<file path="src/rtl/fir_stim_gen_if.sv">
// -----------------------------------------------------------------------------
// fir_stim_gen_if
//
// Purpose:
//   Bundles the control inputs, the coefficient bus and the sample stream of
//   the FIR stimulus generator. The generator connects through the master
//   modport. The consumer or test harness connects through the slave modport.
//
// Signals (direction as seen from the master / generator):
//   START    in   1   start a run, honoured only while idle
//   GAP_EN   in   1   enable periodic VOUT gaps
//   HOLD     in   1   stall, no sample emitted while high
//   H_WE     in   1   coefficient write strobe, honoured only while idle
//   H_ADDR   in   4   coefficient index 0..8, larger values ignored
//   H_DATA   in   NB  coefficient value, signed
//   H0..H8   out  NB  coefficient registers, signed
//   DOUT     out  NB  sample, signed two's complement
//   VOUT     out  1   DOUT valid
//   END_SIM  out  1   run complete, held high until reset
// -----------------------------------------------------------------------------
interface fir_stim_gen_if #(
    parameter int NB = 11
);
    logic                 START;
    logic                 GAP_EN;
    logic                 HOLD;
    logic                 H_WE;
    logic [3:0]           H_ADDR;
    logic signed [NB-1:0] H_DATA;

    logic signed [NB-1:0] H0;
    logic signed [NB-1:0] H1;
    logic signed [NB-1:0] H2;
    logic signed [NB-1:0] H3;
    logic signed [NB-1:0] H4;
    logic signed [NB-1:0] H5;
    logic signed [NB-1:0] H6;
    logic signed [NB-1:0] H7;
    logic signed [NB-1:0] H8;

    logic signed [NB-1:0] DOUT;
    logic                 VOUT;
    logic                 END_SIM;

    // Generator side: consumes control, drives coefficients and the stream.
    modport master (
        input  START, GAP_EN, HOLD, H_WE, H_ADDR, H_DATA,
        output H0, H1, H2, H3, H4, H5, H6, H7, H8,
        output DOUT, VOUT, END_SIM
    );

    // Consumer side: drives control, observes coefficients and the stream.
    modport slave (
        output START, GAP_EN, HOLD, H_WE, H_ADDR, H_DATA,
        input  H0, H1, H2, H3, H4, H5, H6, H7, H8,
        input  DOUT, VOUT, END_SIM
    );
endinterface

</file>
<file path="src/rtl/fir_stim_gen.sv">
// -----------------------------------------------------------------------------
// fir_stim_gen
//
// Purpose:
//   Stimulus transmitter for the FIR filters. It emits a pseudo-random signed
//   sample stream (DOUT/VOUT) taken from an 11-bit maximal-length LFSR. It also
//   holds the nine filter coefficients H0..H8, which are written while idle.
//   Periodic gaps (GAP_EN) and external stalls (HOLD) can thin the stream.
//   After the last sample the block drains for DRAIN_CYCLES cycles. It then
//   raises END_SIM and stays done until reset. The block can serve as an
//   on-chip BIST source or replace the file-driven generator in a bench.
//
// Ports:
//   CLK    in   clock, all logic on the rising edge
//   RST_n  in   synchronous reset, active low
//   bus    master modport of fir_stim_gen_if:
//            START, GAP_EN, HOLD, H_WE, H_ADDR, H_DATA  (inputs)
//            H0..H8, DOUT, VOUT, END_SIM                 (registered outputs)
//
// Parameters:
//   NB            sample and coefficient width
//   N_SAMPLES     valid samples per run (1..65535)
//   SEED          LFSR start value, a zero seed is replaced by 11'h001
//   GAP_PERIOD    gap period in RUN cycles (>= 2)
//   DRAIN_CYCLES  idle cycles between the last sample and END_SIM (>= 1)
// -----------------------------------------------------------------------------
module fir_stim_gen #(
    parameter int          NB           = 11,
    parameter int          N_SAMPLES    = 64,
    parameter logic [10:0] SEED         = 11'h001,
    parameter int          GAP_PERIOD   = 4,
    parameter int          DRAIN_CYCLES = 10
) (
    input  logic           CLK,
    input  logic           RST_n,
    fir_stim_gen_if.master bus
);

    typedef enum logic [1:0] {
        IDLE  = 2'd0,
        RUN   = 2'd1,
        DRAIN = 2'd2,
        DONE  = 2'd3
    } state_t;

    // An all-zero LFSR would lock up, so a zero seed falls back to 1.
    localparam logic [10:0] SEED_EFF    = (SEED == 11'd0) ? 11'h001 : SEED;
    localparam int          GW          = $clog2(GAP_PERIOD);
    localparam logic [GW-1:0] GAP_LAST  = GW'(GAP_PERIOD - 1);
    localparam logic [15:0] LAST_SAMPLE = 16'(N_SAMPLES - 1);
    localparam logic [15:0] LAST_DRAIN  = 16'(DRAIN_CYCLES - 1);

    state_t               r_state;
    logic [10:0]          r_lfsr;
    logic [15:0]          r_cnt;
    logic [GW-1:0]        r_gcnt;
    logic [15:0]          r_dcnt;
    logic signed [NB-1:0] r_dout;
    logic                 r_vout;
    logic                 r_end;
    logic signed [NB-1:0] r_h [0:8];

    logic [10:0]          w_lfsr_next;
    logic                 w_gap;
    logic                 w_stall;
    logic signed [NB-1:0] w_sample;

    // Fibonacci LFSR for x^11 + x^9 + 1. The feedback taps are bits 10 and 8.
    // The sequence has the maximal length 2047 and never reaches zero.
    assign w_lfsr_next = {r_lfsr[9:0], r_lfsr[10] ^ r_lfsr[8]};

    // The last slot of every gap period is a gap when gaps are enabled.
    // HOLD stalls independently of the gap counter.
    assign w_gap    = bus.GAP_EN && (r_gcnt == GAP_LAST);
    assign w_stall  = bus.HOLD || w_gap;

    // The LFSR word is a signed 11-bit sample. It is sign-extended to NB.
    assign w_sample = NB'($signed(r_lfsr));

    // Main state machine. It updates all registered outputs, the coefficient
    // file and the run bookkeeping counters. In RUN the gap counter advances
    // on every cycle, including stalls. This keeps the gap pattern locked to
    // RUN time and independent of HOLD. The edge that emits the final sample
    // also moves the FSM to DRAIN. The VOUT of that sample is still visible
    // during the first DRAIN cycle. DRAIN therefore counts DRAIN_CYCLES edges
    // from that point, and END_SIM rises exactly DRAIN_CYCLES cycles after
    // the last valid cycle.
    always_ff @(posedge CLK) begin
        if (!RST_n) begin
            r_state <= IDLE;
            r_lfsr  <= SEED_EFF;
            r_cnt   <= '0;
            r_gcnt  <= '0;
            r_dcnt  <= '0;
            r_dout  <= '0;
            r_vout  <= 1'b0;
            r_end   <= 1'b0;
            for (int i = 0; i < 9; i++) begin
                r_h[i] <= '0;
            end
        end else begin
            case (r_state)
                IDLE: begin
                    r_vout <= 1'b0;
                    // Addresses above 8 match no register and are dropped.
                    if (bus.H_WE) begin
                        for (int i = 0; i < 9; i++) begin
                            if (bus.H_ADDR == 4'(i)) begin
                                r_h[i] <= bus.H_DATA;
                            end
                        end
                    end
                    if (bus.START) begin
                        r_state <= RUN;
                        r_gcnt  <= '0;
                        r_cnt   <= '0;
                        r_lfsr  <= SEED_EFF;
                    end
                end

                RUN: begin
                    r_gcnt <= (r_gcnt == GAP_LAST) ? '0 : r_gcnt + GW'(1);
                    if (w_stall) begin
                        r_vout <= 1'b0;
                    end else begin
                        r_dout <= w_sample;
                        r_vout <= 1'b1;
                        r_lfsr <= w_lfsr_next;
                        r_cnt  <= r_cnt + 16'd1;
                        if (r_cnt == LAST_SAMPLE) begin
                            r_state <= DRAIN;
                            r_dcnt  <= '0;
                        end
                    end
                end

                DRAIN: begin
                    r_vout <= 1'b0;
                    if (r_dcnt == LAST_DRAIN) begin
                        r_state <= DONE;
                        r_end   <= 1'b1;
                    end else begin
                        r_dcnt <= r_dcnt + 16'd1;
                    end
                end

                DONE: begin
                    r_vout <= 1'b0;
                    r_end  <= 1'b1;
                end

                default: begin
                    r_state <= IDLE;
                    r_vout  <= 1'b0;
                end
            endcase
        end
    end

    // Every output comes directly from a register.
    assign bus.DOUT    = r_dout;
    assign bus.VOUT    = r_vout;
    assign bus.END_SIM = r_end;
    assign bus.H0      = r_h[0];
    assign bus.H1      = r_h[1];
    assign bus.H2      = r_h[2];
    assign bus.H3      = r_h[3];
    assign bus.H4      = r_h[4];
    assign bus.H5      = r_h[5];
    assign bus.H6      = r_h[6];
    assign bus.H7      = r_h[7];
    assign bus.H8      = r_h[8];

endmodule

</file>
<file path="src/flat_wrapper.sv">
// flat-port wrapper written by rule: the top's interface ports become plain ports
module fir_stim_gen_flat 
#(
    parameter int          NB           = 11,
    parameter int          N_SAMPLES    = 64,
    parameter logic [10:0] SEED         = 11'h001,
    parameter int          GAP_PERIOD   = 4,
    parameter int          DRAIN_CYCLES = 10
)
  (CLK, RST_n, bus_START, bus_GAP_EN, bus_HOLD, bus_H_WE, bus_H_ADDR, bus_H_DATA, bus_H0, bus_H1, bus_H2, bus_H3, bus_H4, bus_H5, bus_H6, bus_H7, bus_H8, bus_DOUT, bus_VOUT, bus_END_SIM);
  fir_stim_gen_if #(.NB(NB)) bus_i ();
  input  logic CLK;
  input  logic RST_n;
  input wire logic [$bits(bus_i.START)-1:0] bus_START;
  input wire logic [$bits(bus_i.GAP_EN)-1:0] bus_GAP_EN;
  input wire logic [$bits(bus_i.HOLD)-1:0] bus_HOLD;
  input wire logic [$bits(bus_i.H_WE)-1:0] bus_H_WE;
  input wire logic [$bits(bus_i.H_ADDR)-1:0] bus_H_ADDR;
  input wire logic [$bits(bus_i.H_DATA)-1:0] bus_H_DATA;
  output wire logic [$bits(bus_i.H0)-1:0] bus_H0;
  output wire logic [$bits(bus_i.H1)-1:0] bus_H1;
  output wire logic [$bits(bus_i.H2)-1:0] bus_H2;
  output wire logic [$bits(bus_i.H3)-1:0] bus_H3;
  output wire logic [$bits(bus_i.H4)-1:0] bus_H4;
  output wire logic [$bits(bus_i.H5)-1:0] bus_H5;
  output wire logic [$bits(bus_i.H6)-1:0] bus_H6;
  output wire logic [$bits(bus_i.H7)-1:0] bus_H7;
  output wire logic [$bits(bus_i.H8)-1:0] bus_H8;
  output wire logic [$bits(bus_i.DOUT)-1:0] bus_DOUT;
  output wire logic [$bits(bus_i.VOUT)-1:0] bus_VOUT;
  output wire logic [$bits(bus_i.END_SIM)-1:0] bus_END_SIM;
  assign bus_i.START = bus_START;
  assign bus_i.GAP_EN = bus_GAP_EN;
  assign bus_i.HOLD = bus_HOLD;
  assign bus_i.H_WE = bus_H_WE;
  assign bus_i.H_ADDR = bus_H_ADDR;
  assign bus_i.H_DATA = bus_H_DATA;
  assign bus_H0 = bus_i.H0;
  assign bus_H1 = bus_i.H1;
  assign bus_H2 = bus_i.H2;
  assign bus_H3 = bus_i.H3;
  assign bus_H4 = bus_i.H4;
  assign bus_H5 = bus_i.H5;
  assign bus_H6 = bus_i.H6;
  assign bus_H7 = bus_i.H7;
  assign bus_H8 = bus_i.H8;
  assign bus_DOUT = bus_i.DOUT;
  assign bus_VOUT = bus_i.VOUT;
  assign bus_END_SIM = bus_i.END_SIM;
  fir_stim_gen #(.NB(NB), .N_SAMPLES(N_SAMPLES), .SEED(SEED), .GAP_PERIOD(GAP_PERIOD), .DRAIN_CYCLES(DRAIN_CYCLES)) u_core (.CLK(CLK), .RST_n(RST_n), .bus(bus_i));
endmodule
</file>
<file path="config.mk">
export PLATFORM = sky130hd
export DESIGN_NAME = fir_stim_gen_flat
export DESIGN_NICKNAME = d
export VERILOG_FILES = /design/src/rtl/fir_stim_gen_if.sv /design/src/rtl/fir_stim_gen.sv /design/src/flat_wrapper.sv
export SDC_FILE = /design/constraint.sdc
export NUM_CORES = 1
export LEC_CHECK = 0
export ABC_AREA = 0
export BUFFER_PORTS_ARGS = -buffer_cell sky130_fd_sc_hd__buf_2
export CAP_MARGIN = 0
export CORE_AREA = 2 2 80 140
export DETAILED_ROUTE_END_ITERATION = 10
export DIE_AREA = 0 0 82 142
export PLACE_DENSITY = 0.85
export SLEW_MARGIN = 15
export SYNTH_ARGS = -nofsm -noshare
export SYNTH_HDL_FRONTEND = slang
export SYNTH_SLANG_ARGS = --single-unit
</file>
<file path="constraint.sdc">
create_clock -name CLK -period 5.35 [get_ports CLK]
set_input_delay 0.535 -clock CLK [delete_from_list [all_inputs] [get_ports CLK]]
set_output_delay 0.535 -clock CLK [all_outputs]
set_load 0.005 [all_outputs]
</file>
==> Implementation_results.wiki <==
{| class="wikitable"
! Metric !! Value
|-
| Final setup violation count || 0
|-
| Leading cell types by count after synthesis || 99 x edfxtp_1, 60 x dfxtp_1, 56 x nand2_1, 43 x nor2_1, 27 x a21oi_1
|-
| Share of the clock period used by the worst path after layout || 53.8%
|-
| Filler Cells Inserted || 703
|-
| Most frequent cell after synthesis || edfxtp_1
|-
| Maximum vdd ir drop || a little under 300 uV
|-
| Synthesis-stage register bit count || 159
|-
| Global router's overall resource usage || between 20% and 30%
|-
| Setup repair after global routing missed its margin || no
|-
| Clock transition at the registers of the reported paths || 60 ps
|-
| Top-level port count || 133
|-
| Die outline area || roughly 12000 sq um
|-
| H-tree levels || 4
|-
| Clock sink count || 159
|-
| Total detailed-routing wirelength || between 15000 and 20000 um
|-
| Critical Path Source Type || flop
|-
| Vertical die dimension || 142 um
|-
| Multi-input combinational cell area || 1730 sq um
|-
| Count of cells resized by post-cts repair || 0
|-
| Post-synth EDFFs || 99
|-
| Post-DP Area || approximately 6800 sq um
|-
| Layout Skew || 10.0 ps
|-
| Slew at the pin closest to its max-slew limit || 1200 ps
|-
| FF/Latch Area || 4170 sq um
|-
| Gate count of the mapped netlist || 470
|-
| Minimum clock period after layout || 2880 ps
|-
| Kind of capture point of the worst setup path || flop
|-
| Synth top area cells || edfxtp_1 50%, dfxtp_1 20%, nand2_1 3.5%
|-
| Required time of the critical path || about 5400 ps
|-
| Largest fanout on the critical path || 11
|-
| Tot Pwr || 3140 uW
|-
| Clk Latency, worst-skew pair || 430 ps
|-
| Number of antenna violations at the first check in global routing || 0
|-
| PwrDens || around 430 nW/um^2
|-
| Via count of the first global-routing pass || approximately 4300
|-
| Ys Warns || 0
|-
| Vias per cell || about 6
|-
| Final nets || 635
|-
| Overall overflow remaining after global route || 0
|-
| Die width || 82 um
|-
| Final std cell area, no fill || 7390 sq um
|-
| Area overhead of the layout relative to synthesis || 23.7%
|-
| TritonCTS buffer count || 17
|-
| Synth async-reset ratio || 0%
|-
| TNS Setup || 0 ps
|-
| Number of core rows || 50
|-
| Final routed wire length divided by cell count || about 20 um
|-
| Half-perimeter wire length after detailed placement || approximately 11000 um
|-
| Worst hold slack across all endpoints || around 460 ps
|-
| # DRC || 0
|-
| Core area || ~11000 sq um
|-
| Number of detailed-routing iterations run before antenna repair || 5
|-
| Clock tree from TritonCTS || done
|-
| Starting DRT DRC Count || 513
|-
| Fraction of final layout cells sized beyond drive strength 1 || 28.6%
|-
| Static leakage || 0.00290 uW
|-
| Post-synth top area cell || edfxtp_1
|-
| Share of the synthesized area in the top cell type || 49.8%
|-
| Fmax || 348 MHz
|-
| Share of synthesized area occupied by flip-flops and latches || between 60% and 70%
|-
| Initial core utilization || 56.8%
|-
| Hold bufs inserted after CTS || 0
|-
| CTS root buffer || clkbuf_16
|-
| Min-Delay Path Class || flop to flop
|-
| Final estimated routing congestion in global placement || 0.855
|-
| Post-Synthesis Net Count || 500
|-
| Maximum number of pins on one net before global-route repair || 38
|-
| Total number of vias || 4431
|-
| Number of input and output port buffers inserted || 132
|-
| CP Data Arrival Time || between 2000 and 3000 ps
|-
| Library cells used by synthesis || 48
|-
| Final slew viol count || 0
|-
| Avg Inst Size Synth || 12.7 sq um
|-
| Count of placed standard cells including taps || 716
|-
| Number of max-capacitance violations reported || 0
|-
| Most used DFF post-synth || edfxtp_1
|-
| Critical path start-end classification || flop to flop
|-
| Global-route wire length before repair || about 23000 um
|-
| Run status || finished, final reports clean
|-
| Hold violation count in the final report || 0
|-
| Post-CTS Setup Bufs || 0
|-
| Synthesized area || 5970 sq um
|-
| Cell Count, Final, Fillers Out || 748
|-
| Antenna diode count || 0
|-
| Maximum number of buffers from clock root to sink || 2
|-
| Worst slew margin relative to its limit || around a fifth
|-
| Remaining antenna violation count after routing || 0
|}
## cell usage in the layout (no fill, tap or decap), types with 8 or more instances in the layout
master / netlist / final
ha_1: 9 / 9
xor2_1: 10 / 10
edfxtp_1: 99 / 99
a22oi_1: 11 / 11
clkbuf_16: 0 / 17
nand2b_1: 8 / 8
nand2_1: 56 / 56
nor2b_1: 11 / 11
a21oi_1: 27 / 27
buf_2: 4 / 132
nor2_1: 43 / 43
nand4_1: 9 / 9
nand3_1: 15 / 15
dfxtp_1: 60 / 60
## worst max-delay path: stages, from the launching register on
cell and delay [ps]:
dfxtp_1 400, inv_1 90, ha_1 300, nand3_1 160, or3_1 210, nor2_1 90, a21oi_1 860, nor2b_1 400
## layer usage
layer	up-vias	wire length, um	GRT usage, %
met5	-	0	0
met4	0	448	10.9
met3	40	1120	6.41
met2	247	8250	49.1
met1	2141	5410	30.0
li1	2003	-	-
## flip-flops by register name (all words and copies together), names as in the netlist
signal	count
u_core.bus.VOUT	1
u_core.r_lfsr	11
u_core.r_gcnt	2
u_core.bus.END_SIM	1
u_core.r_dcnt	16
u_core.r_state	2
u_core.bus.DOUT	11
u_core.r_cnt	16
u_core.r_h	99
## report_power, final
group | switching, uW | internal (uW) | total (uW)
registers | 40.1 | 1390 | 1430
logic | 312 | 148 | 460
clock network | 500 | 747 | 1250
total | 852 | 2290 | 3140
## logic make-up after synthesis
| family | Yosys count | synth area share, % |
|---|---|---|
| muxes | 3 | 0.503 |
| DFF | 159 | 69.9 |
| xor gates and xnor gates | 15 | 2.20 |
| AOI/OAI and AO/OA | 80 | 9.26 |
| buffers and inverters | 26 | 1.72 |
| adders and majority gates | 9 | 1.89 |
| and+or+nand+nor | 178 | 14.6 |
## stage by stage
stage                     utilization (%)  setup WS [ps]
after floorplan                         -           2540
after global placement               64.3           2510
after detailed placement             64.3           2310
after CTS                            70.2           2600
after global routing                 70.3           2340
final                                70.3           2470
## final cells by class
cell class | count | area share (%)
clock buffers | 19 | 5.86
clock inverters | 13 | 2.44
inverters | 7 | 0.356
multi-input cells | 285 | 23.4
flip-flops and latches | 159 | 56.5
well taps | 130 | 2.20
repair buffers | 135 | 9.25
## worst paths after layout
kind / from / end / slack [ps] / depth (start not counted)
worst max-delay path: u_core.r_state[0]$_SDFFE_PN0P_ / u_core.r_h[0][32]$_DFFE_PP_ / 2470 / 7
worst min-delay path: u_core.bus.DOUT[10]$_SDFFE_PN0P_ / u_core.bus.DOUT[10]$_SDFFE_PN0P_ / 460 / 2
worst max register to register: u_core.r_state[0]$_SDFFE_PN0P_ / u_core.r_h[0][32]$_DFFE_PP_ / 2470 / 7
worst min register to register: u_core.bus.DOUT[10]$_SDFFE_PN0P_ / u_core.bus.DOUT[10]$_SDFFE_PN0P_ / 460 / 2
(Power assumes the default switching activity.)
